**src/rtl/branch_resolve_bht_if.sv**
```systemverilog
// Fetch/execute bundle for the branch resolve unit.
// Master is the pipeline side, slave is the resolve unit.
interface branch_resolve_bht_if #(
   parameter int PC_WIDTH   = 16,
   parameter int STAT_WIDTH = 16
);
   logic                  pred_valid;
   logic [PC_WIDTH-1:0]   pred_pc;
   logic                  pred_taken;
   logic                  res_valid;
   logic [3:0]            res_opcode;
   logic [2:0]            res_nzp;
   logic [2:0]            res_cc;
   logic [PC_WIDTH-1:0]   res_pc;
   logic                  res_pred_taken;
   logic                  flush;
   logic                  res_out_valid;
   logic                  br_taken;
   logic                  jsr_sel;
   logic                  mispredict;
   logic [STAT_WIDTH-1:0] stat_branches;
   logic [STAT_WIDTH-1:0] stat_mispredicts;

   modport master (
      output pred_valid, pred_pc, res_valid, res_opcode,
      output res_nzp, res_cc, res_pc, res_pred_taken, flush,
      input  pred_taken, res_out_valid, br_taken, jsr_sel,
      input  mispredict, stat_branches, stat_mispredicts
   );

   modport slave (
      input  pred_valid, pred_pc, res_valid, res_opcode,
      input  res_nzp, res_cc, res_pc, res_pred_taken, flush,
      output pred_taken, res_out_valid, br_taken, jsr_sel,
      output mispredict, stat_branches, stat_mispredicts
   );
endinterface

```
**src/rtl/branch_resolve_bht.sv**
```systemverilog
// LC-3b branch resolve stage with a direct-mapped BHT of
// saturating counters and saturating branch statistics.
module branch_resolve_bht #(
   parameter int PC_WIDTH   = 16,
   parameter int BHT_IDX    = 4,
   parameter int CTR_WIDTH  = 2,
   parameter int STAT_WIDTH = 16
) (
   input logic clk,
   input logic reset_n,
   branch_resolve_bht_if.slave bus
);
   localparam int ENTRIES = 1 << BHT_IDX;
   localparam logic [CTR_WIDTH-1:0] CTR_RST =
      CTR_WIDTH'((1 << (CTR_WIDTH - 1)) - 1);
   localparam logic [CTR_WIDTH-1:0] CTR_MAX = '1;
   localparam logic [CTR_WIDTH-1:0] CTR_ONE = CTR_WIDTH'(1);
   localparam logic [STAT_WIDTH-1:0] STAT_MAX = '1;
   localparam logic [STAT_WIDTH-1:0] STAT_ONE = STAT_WIDTH'(1);

   logic                  is_br;
   logic                  is_jsr;
   logic                  taken;
   logic                  misp;
   logic                  bht_wr;
   logic [BHT_IDX-1:0]    widx;
   logic [BHT_IDX-1:0]    ridx;
   logic [CTR_WIDTH-1:0]  ctr_old;
   logic [CTR_WIDTH-1:0]  ctr_upd;
   logic [CTR_WIDTH-1:0]  ctr_rd;
   logic [CTR_WIDTH-1:0]  bht_q [ENTRIES];

   logic                  vld_d, vld_q;
   logic                  tk_d, tk_q;
   logic                  jsr_d, jsr_q;
   logic                  mp_d, mp_q;
   logic                  pt_d, pt_q;
   logic [STAT_WIDTH-1:0] nbr_d, nbr_q;
   logic [STAT_WIDTH-1:0] nmp_d, nmp_q;

   logic                  unused_pc;

   assign widx = bus.res_pc[BHT_IDX:1];
   assign ridx = bus.pred_pc[BHT_IDX:1];
   assign unused_pc = ^{bus.res_pc[0], bus.res_pc[PC_WIDTH-1:BHT_IDX+1],
                        bus.pred_pc[0], bus.pred_pc[PC_WIDTH-1:BHT_IDX+1]};

   always_comb begin
      is_br   = bus.res_opcode == 4'b0000;
      is_jsr  = bus.res_opcode == 4'b0100 && bus.res_nzp[2];
      taken   = (is_br && |(bus.res_nzp & bus.res_cc)) || is_jsr;
      misp    = is_br && (taken != bus.res_pred_taken);
      bht_wr  = bus.res_valid && is_br;
      ctr_old = bht_q[widx];
      ctr_upd = ctr_old;
      if (taken) begin
         if (ctr_old != CTR_MAX) ctr_upd = ctr_old + CTR_ONE;
      end else if (ctr_old != '0) begin
         ctr_upd = ctr_old - CTR_ONE;
      end
      // write-first: a same-index update is visible to this prediction
      ctr_rd = (bht_wr && widx == ridx) ? ctr_upd : bht_q[ridx];

      vld_d = bus.res_valid && !bus.flush;
      tk_d  = vld_d && taken;
      jsr_d = vld_d && is_jsr;
      mp_d  = vld_d && misp;
      pt_d  = bus.pred_valid && !bus.flush && ctr_rd[CTR_WIDTH-1];

      nbr_d = nbr_q;
      if (bht_wr && nbr_q != STAT_MAX) nbr_d = nbr_q + STAT_ONE;
      nmp_d = nmp_q;
      if (bht_wr && misp && nmp_q != STAT_MAX) nmp_d = nmp_q + STAT_ONE;
   end

   always_ff @(posedge clk or negedge reset_n) begin
      if (!reset_n) begin
         for (int i = 0; i < ENTRIES; i++) bht_q[i] <= CTR_RST;
         vld_q <= 1'b0;
         tk_q  <= 1'b0;
         jsr_q <= 1'b0;
         mp_q  <= 1'b0;
         pt_q  <= 1'b0;
         nbr_q <= '0;
         nmp_q <= '0;
      end else begin
         if (bht_wr) bht_q[widx] <= ctr_upd;
         vld_q <= vld_d;
         tk_q  <= tk_d;
         jsr_q <= jsr_d;
         mp_q  <= mp_d;
         pt_q  <= pt_d;
         nbr_q <= nbr_d;
         nmp_q <= nmp_d;
      end
   end

   assign bus.res_out_valid    = vld_q;
   assign bus.br_taken         = tk_q;
   assign bus.jsr_sel          = jsr_q;
   assign bus.mispredict       = mp_q;
   assign bus.pred_taken       = pt_q;
   assign bus.stat_branches    = nbr_q;
   assign bus.stat_mispredicts = nmp_q;
endmodule

```
**src/flat_wrapper.sv**
```systemverilog
// flat-port wrapper written by rule: the top's interface ports become plain ports
module branch_resolve_bht_flat 
#(
   parameter int PC_WIDTH   = 16,
   parameter int BHT_IDX    = 4,
   parameter int CTR_WIDTH  = 2,
   parameter int STAT_WIDTH = 16
)
  (clk, reset_n, bus_pred_valid, bus_pred_pc, bus_res_valid, bus_res_opcode, bus_res_nzp, bus_res_cc, bus_res_pc, bus_res_pred_taken, bus_flush, bus_pred_taken, bus_res_out_valid, bus_br_taken, bus_jsr_sel, bus_mispredict, bus_stat_branches, bus_stat_mispredicts);
  branch_resolve_bht_if #(.PC_WIDTH(PC_WIDTH), .STAT_WIDTH(STAT_WIDTH)) bus_i ();
  input logic clk;
  input logic reset_n;
  input wire logic [$bits(bus_i.pred_valid)-1:0] bus_pred_valid;
  input wire logic [$bits(bus_i.pred_pc)-1:0] bus_pred_pc;
  input wire logic [$bits(bus_i.res_valid)-1:0] bus_res_valid;
  input wire logic [$bits(bus_i.res_opcode)-1:0] bus_res_opcode;
  input wire logic [$bits(bus_i.res_nzp)-1:0] bus_res_nzp;
  input wire logic [$bits(bus_i.res_cc)-1:0] bus_res_cc;
  input wire logic [$bits(bus_i.res_pc)-1:0] bus_res_pc;
  input wire logic [$bits(bus_i.res_pred_taken)-1:0] bus_res_pred_taken;
  input wire logic [$bits(bus_i.flush)-1:0] bus_flush;
  output wire logic [$bits(bus_i.pred_taken)-1:0] bus_pred_taken;
  output wire logic [$bits(bus_i.res_out_valid)-1:0] bus_res_out_valid;
  output wire logic [$bits(bus_i.br_taken)-1:0] bus_br_taken;
  output wire logic [$bits(bus_i.jsr_sel)-1:0] bus_jsr_sel;
  output wire logic [$bits(bus_i.mispredict)-1:0] bus_mispredict;
  output wire logic [$bits(bus_i.stat_branches)-1:0] bus_stat_branches;
  output wire logic [$bits(bus_i.stat_mispredicts)-1:0] bus_stat_mispredicts;
  assign bus_i.pred_valid = bus_pred_valid;
  assign bus_i.pred_pc = bus_pred_pc;
  assign bus_i.res_valid = bus_res_valid;
  assign bus_i.res_opcode = bus_res_opcode;
  assign bus_i.res_nzp = bus_res_nzp;
  assign bus_i.res_cc = bus_res_cc;
  assign bus_i.res_pc = bus_res_pc;
  assign bus_i.res_pred_taken = bus_res_pred_taken;
  assign bus_i.flush = bus_flush;
  assign bus_pred_taken = bus_i.pred_taken;
  assign bus_res_out_valid = bus_i.res_out_valid;
  assign bus_br_taken = bus_i.br_taken;
  assign bus_jsr_sel = bus_i.jsr_sel;
  assign bus_mispredict = bus_i.mispredict;
  assign bus_stat_branches = bus_i.stat_branches;
  assign bus_stat_mispredicts = bus_i.stat_mispredicts;
  branch_resolve_bht #(.PC_WIDTH(PC_WIDTH), .BHT_IDX(BHT_IDX), .CTR_WIDTH(CTR_WIDTH), .STAT_WIDTH(STAT_WIDTH)) u_core (.clk(clk), .reset_n(reset_n), .bus(bus_i));
endmodule
```
**config.mk**
```make
export PLATFORM = sky130hd
export DESIGN_NAME = branch_resolve_bht_flat
export DESIGN_NICKNAME = d
export VERILOG_FILES = /design/src/rtl/branch_resolve_bht_if.sv /design/src/rtl/branch_resolve_bht.sv /design/src/flat_wrapper.sv
export SDC_FILE = /design/constraint.sdc
export NUM_CORES = 1
export LEC_CHECK = 0
export BUFFER_PORTS_ARGS = -buffer_cell sky130_fd_sc_hd__clkbuf_2
export CELL_PAD_IN_SITES_DETAIL_PLACEMENT = 0
export CELL_PAD_IN_SITES_GLOBAL_PLACEMENT = 1
export CORE_MARGIN = 3
export CORE_UTILIZATION = 44
export CTS_BUF_LIST = sky130_fd_sc_hd__clkbuf_8
export DETAILED_ROUTE_END_ITERATION = 7
export PLACE_DENSITY_LB_ADDON = 0.12
export SLEW_MARGIN = 30
export SYNTH_ARGS = -nofsm -noshare
export SYNTH_HDL_FRONTEND = slang
export SYNTH_SLANG_ARGS = --single-unit
```
**constraint.sdc**
```tcl
create_clock -name clk -period 2.3 [get_ports clk]
set_clock_uncertainty 0.05 [all_clocks]
set_input_delay 0.23 -clock clk [delete_from_list [all_inputs] [get_ports clk]]
set_output_delay 0.23 -clock clk [all_outputs]
set_load 0.02 [all_outputs]
```
==> qor.yml, run 1 <==
reg2reg_from: "u_core.bht_q[2]"
holdCritPathClass: "input port to flop"
cts_setup_buffers: 0
tightestPinTransition_ns: 0.6651
fin_nets: 444
antenna_found_initial: 0
final_common_cell: "clkbuf_2"
row_count: 32
hold_depth: 3
insertion_delay_ns: 0.35
fill_cells: 726
tns_ns: 0
crit_type: "flop to flop"
ys_seq_area_share_pct: 47.89
power-per-cell-area_nw_per_um2: 609.9
post-route-period-util_pct: 89.60
rr_worst_depth: 6
grt_use_total_pct: 18.38
crit_required_ns: 2.48
worst_slack_ns: 0.2391
ioPinCount: 85
drc_errors: 0
gp_congestion: 0.7524
synth_cells: 319
finalMaxSlewViolations: 0
hold_path_startpoint: "bus_res_nzp[2]"
dp.final_hpwl_um: 5839
status: "finished clean"
finish.utilization_pct: 55.14
cts_sinks: 69
grt_start_max_net_pins: 70
multi_input_area_um2: 1793
h-tree-depth: 3
synth.ff_latch_count: 69
grt_pass1_wl_um: 13990
leakage_nw: 1.852
path_clk_slew_ns: 0.08
setup_viol: 0
numCtsBuffers: 9
die_height_um: 97.05
synth_edf_count: 0
start_util_pct: 46.24
slowest_stage: "mux4_2"
final_area_um2: 4349
syn_area_um2: 3647
pre_cts_ws_ns: 0.01241
drv_cap: 0
cp.arrival_ns: 2.24
worst-path-max-fanout: 8
via_count: 2673
drt_iter0_markers: 82
root_buffer: "clkbuf_8"
die_x_um: 97.05
die_area_um2: 9418
core-area_um2: 7888
r2r_slack_ns: 0.24
viasPerCell: 5.335
grt_pass1_vias: 2767
synth_nets: 369
vdd.ir_drop.worst_uv: 270.9
regArea_um2: 1747
routed_wl_um: 8007
finalHoldViolations: 0
critical_path.startpoint_type: "flop"
placed_cell_area_um2: 4139
ys_warn_count: 0
cts_tree: "built"
post_cts_resize_count: 0
avgSynthCellArea_um2: 11.43
area_delta_synth_final_pct: 19.25
async_reset_ff_share_pct: 100.0
ys.flop_type: "dfrtp_1"
cts_max_path_buffers: 2
overflow: 0
total_power_mw: 2.653
max_slew_margin_pct: 55.51
final_cell_mix: "clkbuf_2 (59), nand2_1 (58), dfrtp_1 (53), xnor2_1 (26)"
layout_min_cycle_time_ns: 2.061
portBuffers: 60
crit_chain: "mux4_2 > mux2i_1 > o22ai_1 > a32oi_4 > buf_4 > o31ai_1"
ant_nets: 0
first_pass_iters: 4
worst_setup_path_end_kind: "flop"
max_clock_freq_mhz: 485.2
diodes: 0
avgRoutedWirePerCell_um: 15.98
hold_end: "u_core.bus.jsr_sel"
max_stage_delay_ns: 0.47
netlist-cell-type-count: 50
r2r_end: "u_core.bht_q[1]"
drive_gt1_share_pct: 37.59
grt_setup_unrepaired: "false"
==> layout make-up <==
class	count	area share, %
multi-input cells	230	41.23
flip-flops and latches	69	40.16
repair buffers	77	10.47
clock buffers	10	3.165
well taps	102	2.934
clock inverters	6	1.438
inverters	7	0.6041
==> logic make-up after synthesis <==
logic type / after synthesis / share of synthesized area (%)
compound gates: 54 / 13.07
xor+xnor: 35 / 8.405
fa+ha+maj: 2 / 0.6860
buf+inv: 20 / 2.950
flops: 69 / 47.89
mux: 18 / 10.12
simple gates: 121 / 16.88
==> registers in the layout, indices dropped and copies added (netlist names) <==
register	count
u_core.bht_q	32
u_core.bus.mispredict	1
u_core.bus.res_out_valid	1
u_core.bus.br_taken	1
u_core.bus.jsr_sel	1
u_core.bus.stat_mispredicts	16
u_core.bus.pred_taken	1
u_core.bus.stat_branches	16
==> how the worst max path moves through the flow <==
| stage | startpoint | to | slack, ns | cells past startpoint |
|---|---|---|---|---|
| final | u_core.bht_q[2] | u_core.bht_q[1] | 0.24 | 6 |
| after global routing | u_core.bht_q[0] | u_core.bht_q[21] | 0.1 | 6 |
| after CTS | u_core.bht_q[2] | u_core.bht_q[1] | 0.21 | 6 |
| after detailed placement | bus_res_pc[2] | u_core.bht_q[1] | 0.01 | 7 |
| after global placement | bus_res_pc[2] | u_core.bht_q[1] | 0.05 | 7 |
| after floorplan | u_core.bus.stat_mispredicts[7] | u_core.bus.stat_mispredicts[15] | 0.26 | 5 |
==> stage by stage <==
step	instances	hold WS, ns
2_1_floorplan	319	-0.1156
3_3_place_gp	484	0.2331
3_5_place_dp	484	0.2368
4_1_cts	501	0.04060
5_1_grt	501	0.05363
6_report	501	0.06572
==> power by group <==
| group | switching, mW | internal [mW] | total (mW) |
|---|---|---|---|
| clock network | 0.482 | 0.528 | 1.01 |
| logic | 0.200 | 0.124 | 0.324 |
| registers | 0.0599 | 1.26 | 1.32 |
| total | 0.742 | 1.91 | 2.65 |
==> worst max-delay path: cells and delay by family, from the launching register on <==
kind	cells	cell delay, ns
buffers and inverters	1	0.23
AO/OA/AOI/OAI	3	0.52
multiplexers	2	0.77
flip-flops	1	0.37
==> per-layer routing <==
metal  GRT usage (%)  vias up  routed length [um]
li1                -     1318                   -
met3           3.821       13                 383
met1           25.47     1280                3837
met4           8.531        0                 190
met2           27.65       62                3595
met5               0        -                   0
==> cell usage after synthesis (2+ instances only) <==
library cell,number,area [um2]
buf_2,5,25.02
ha_1,2,25.02
nand3_1,14,70.07
nor2b_1,2,12.51
mux4_2,13,292.8
nor3_2,4,40.04
dfrtp_1,53,1326
nor3_1,6,30.03
and3_1,3,18.77
a21oi_2,4,35.03
and4_1,4,35.03
nor2_1,8,30.03
mux2i_4,2,45.04
nand2_1,58,217.7
nand2b_1,2,12.51
o21ai_0,5,25.02
o21ai_1,7,35.03
buf_6,2,22.52
xnor2_1,26,227.7
o21ai_2,9,78.83
dfstp_2,16,420.4
clkbuf_1,5,18.77
xor2_1,9,78.83
nor4_1,2,12.51
o31ai_1,16,120.1
nand4_1,11,68.82
nor4_2,2,25.02
inv_1,6,22.52
mux2i_1,2,20.02
==> what timing repair did <==
action                                  in CTS  in global routing
hold buffers                                 1                  0
endpoints found under the setup margin       0                  0
endpoints found under the hold margin       53                  0
(Power assumes the default switching activity.)
==> run 2, diff against run 1 <==
HOLD_SLACK_MARGIN = 0.08   (was not set)
==> qor.yml, run 2 (synthesis gave the netlist of run 1 again) <==
timing.critical_path.buf_inv: 2  # +1
die_height_um: 97.05  # unchanged
grt_pass1_vias: 2779  # +0.43%
dp.final_hpwl_um: 5839  # unchanged
postCtsHoldBufs: 4  # +3
overflow: 0  # unchanged
grt_use_total_pct: 18.41  # +0.031 points
largest_register_ffs: 32  # unchanged
r2r_end: "u_core.bht_q[1]"
grt_pass1_wl_um: 14020  # +0.19%
setup_viol: 0  # unchanged
drive_gt1_share_pct: 37.31  # -0.28 points
diodes: 0  # unchanged
slowest_stage: "xor2_1"
r2r_slack_ns: 0.24  # about the same
portBuffers: 60  # unchanged
final_cell_mix: "clkbuf_2 (59), nand2_1 (58), dfrtp_1 (53), xnor2_1 (26)"
tns_ns: 0  # unchanged
reg2reg_from: "u_core.bht_q[2]"
cp_top_family: "XOR/XNOR gates"
cts_tree: "built"
max_slew_margin_pct: 55.93  # +0.42 points
tightestPinTransition_ns: 0.6588  # -0.006341 ns
gp_congestion: 0.7524  # unchanged
numCtsBuffers: 9  # unchanged
fin_nets: 447  # +0.68%
hold_depth: 3  # unchanged
row_count: 32  # unchanged
cpMostUsedCell: "xor2_1"
post-route-period-util_pct: 91.92  # +2.3 points
antenna_found_initial: 0  # unchanged
vdd.ir_drop.worst_uv: 271.0  # about the same
holdCritPathClass: "input port to flop"
finalHoldViolations: 0  # unchanged
core-area_um2: 7888  # unchanged
final_common_cell: "clkbuf_2"
max_stage_delay_ns: 0.58  # +0.11 ns
grt_start_max_net_pins: 70  # unchanged
grt_setup_unrepaired: "false"
top_register: "u_core.bht_q"
die_area_um2: 9418  # unchanged
dp.cells: 484  # unchanged
drc_errors: 0  # unchanged
first_pass_iters: 4  # unchanged
crit_required_ns: 2.47  # about the same
fill_cells: 725  # -0.14%
drt_iter0_markers: 82  # unchanged
viasPerCell: 5.315  # -0.37%
drv_cap: 0  # unchanged
die_x_um: 97.05  # unchanged
area_delta_synth_final_pct: 20.07
routed_wl_um: 8018  # +0.14%
whs_ns: 0.1250  # +0.05923 ns
worst-path-max-fanout: 6  # -2
root_buffer: "clkbuf_8"
final_area_um2: 4379  # +0.69%
final_cells: 504  # +0.60%
path_clk_slew_ns: 0.07  # about the same
ioPinCount: 85  # unchanged
hold_end: "u_core.bus.res_out_valid"
avgRoutedWirePerCell_um: 15.91  # -0.46%
max_clock_freq_mhz: 473.0  # -2.5%
power-per-cell-area_nw_per_um2: 606.6  # -0.54%
placed_cell_area_um2: 4139  # unchanged
cp.arrival_ns: 2.29  # +0.05 ns
crit_chain: "dlygate4sd3_1 > clkbuf_2 > a222oi_1 > xor2_1 > a311oi_4 > and4_1 > xor2_1"
rr_worst_depth: 6  # unchanged
via_count: 2679  # +0.22%
cts_max_path_buffers: 2  # unchanged
finalMaxSlewViolations: 0  # unchanged
leakage_nw: 1.863  # +0.60%
hold_path_startpoint: "bus_res_valid"
insertion_delay_ns: 0.35  # about the same
start_util_pct: 46.24  # unchanged
status: "finished clean"
critical_path.startpoint_type: "input port"
layout_min_cycle_time_ns: 2.114  # +0.05326 ns
worst_setup_path_end_kind: "flop"
h-tree-depth: 3  # unchanged
post_cts_resize_count: 0  # unchanged
cts_setup_buffers: 0  # unchanged
crit_type: "input port to flop"
cts_sinks: 69  # unchanged
ant_nets: 0  # unchanged
==> run 2: changes by cell type in the layout (fill, tap and decap cells not counted), sizes merged <==
cell and change:
dlygate4sd3 +3
==> run 2: tightest hold or removal path, cell delays in order <==
cell,delay (ns)
clkbuf_2,0.09
nand2b_1,0.10
inv_1,0.06
==> run 2: layer usage <==
metal / part of all wire, % / global-route usage [%] / vias to the layer above / wire length, um
met5: 0 / 0 / - / 0
met4: 2.4 / 8.531 / 0 / 190
met3: 4.8 / 3.749 / 13 / 385
met2: 45 / 27.76 / 64 / 3597
met1: 48 / 25.51 / 1278 / 3843
li1: - / - / 1324 / -
==> run 2: area by class of cell <==
type / instances / area (um2) / area share, %
clock buffer: 10 / 137.6 / 3.143
multi-input combinational: 230 / 1793 / 40.94
tap: 102 / 127.6 / 2.914
timing repair buffer: 80 / 485.5 / 11.09
sequential: 69 / 1747 / 39.89
clock inverter: 6 / 62.56 / 1.429
inverter: 7 / 26.28 / 0.6000
==> run 2: power by group <==
group	total, mW	internal, mW	switching, mW
combinational	0.328	0.127	0.201
clock	1.01	0.528	0.482
sequential	1.32	1.26	0.0599
==> run 2: worst max-delay path by stage <==
stage / startpoint / endpoint / slack (ns) / depth (start not counted)
after floorplan: u_core.bus.stat_mispredicts[7] / u_core.bus.stat_mispredicts[15] / 0.26 / 5
final: bus_res_nzp[2] / u_core.bus.stat_mispredicts[15] / 0.19 / 7
after global placement: bus_res_pc[2] / u_core.bht_q[1] / 0.05 / 7
after detailed placement: bus_res_pc[2] / u_core.bht_q[1] / 0.01 / 7
after CTS: bus_res_nzp[2] / u_core.bus.stat_mispredicts[15] / 0.19 / 7
after global routing: bus_res_nzp[2] / u_core.bus.stat_mispredicts[15] / 0.07 / 7
==> run 2: per-stage QoR <==
stage / total power [mW] / util (%) / setup WS (ns)
final: 2.657 / 55.52 / 0.1859
after global routing: 2.795 / 55.52 / 0.07208
after CTS: 2.699 / 55.52 / 0.1923
after detailed placement: 1.669 / 52.47 / 0.01241
after global placement: 1.664 / 52.47 / 0.05452
after floorplan: 1.523 / - / 0.2636
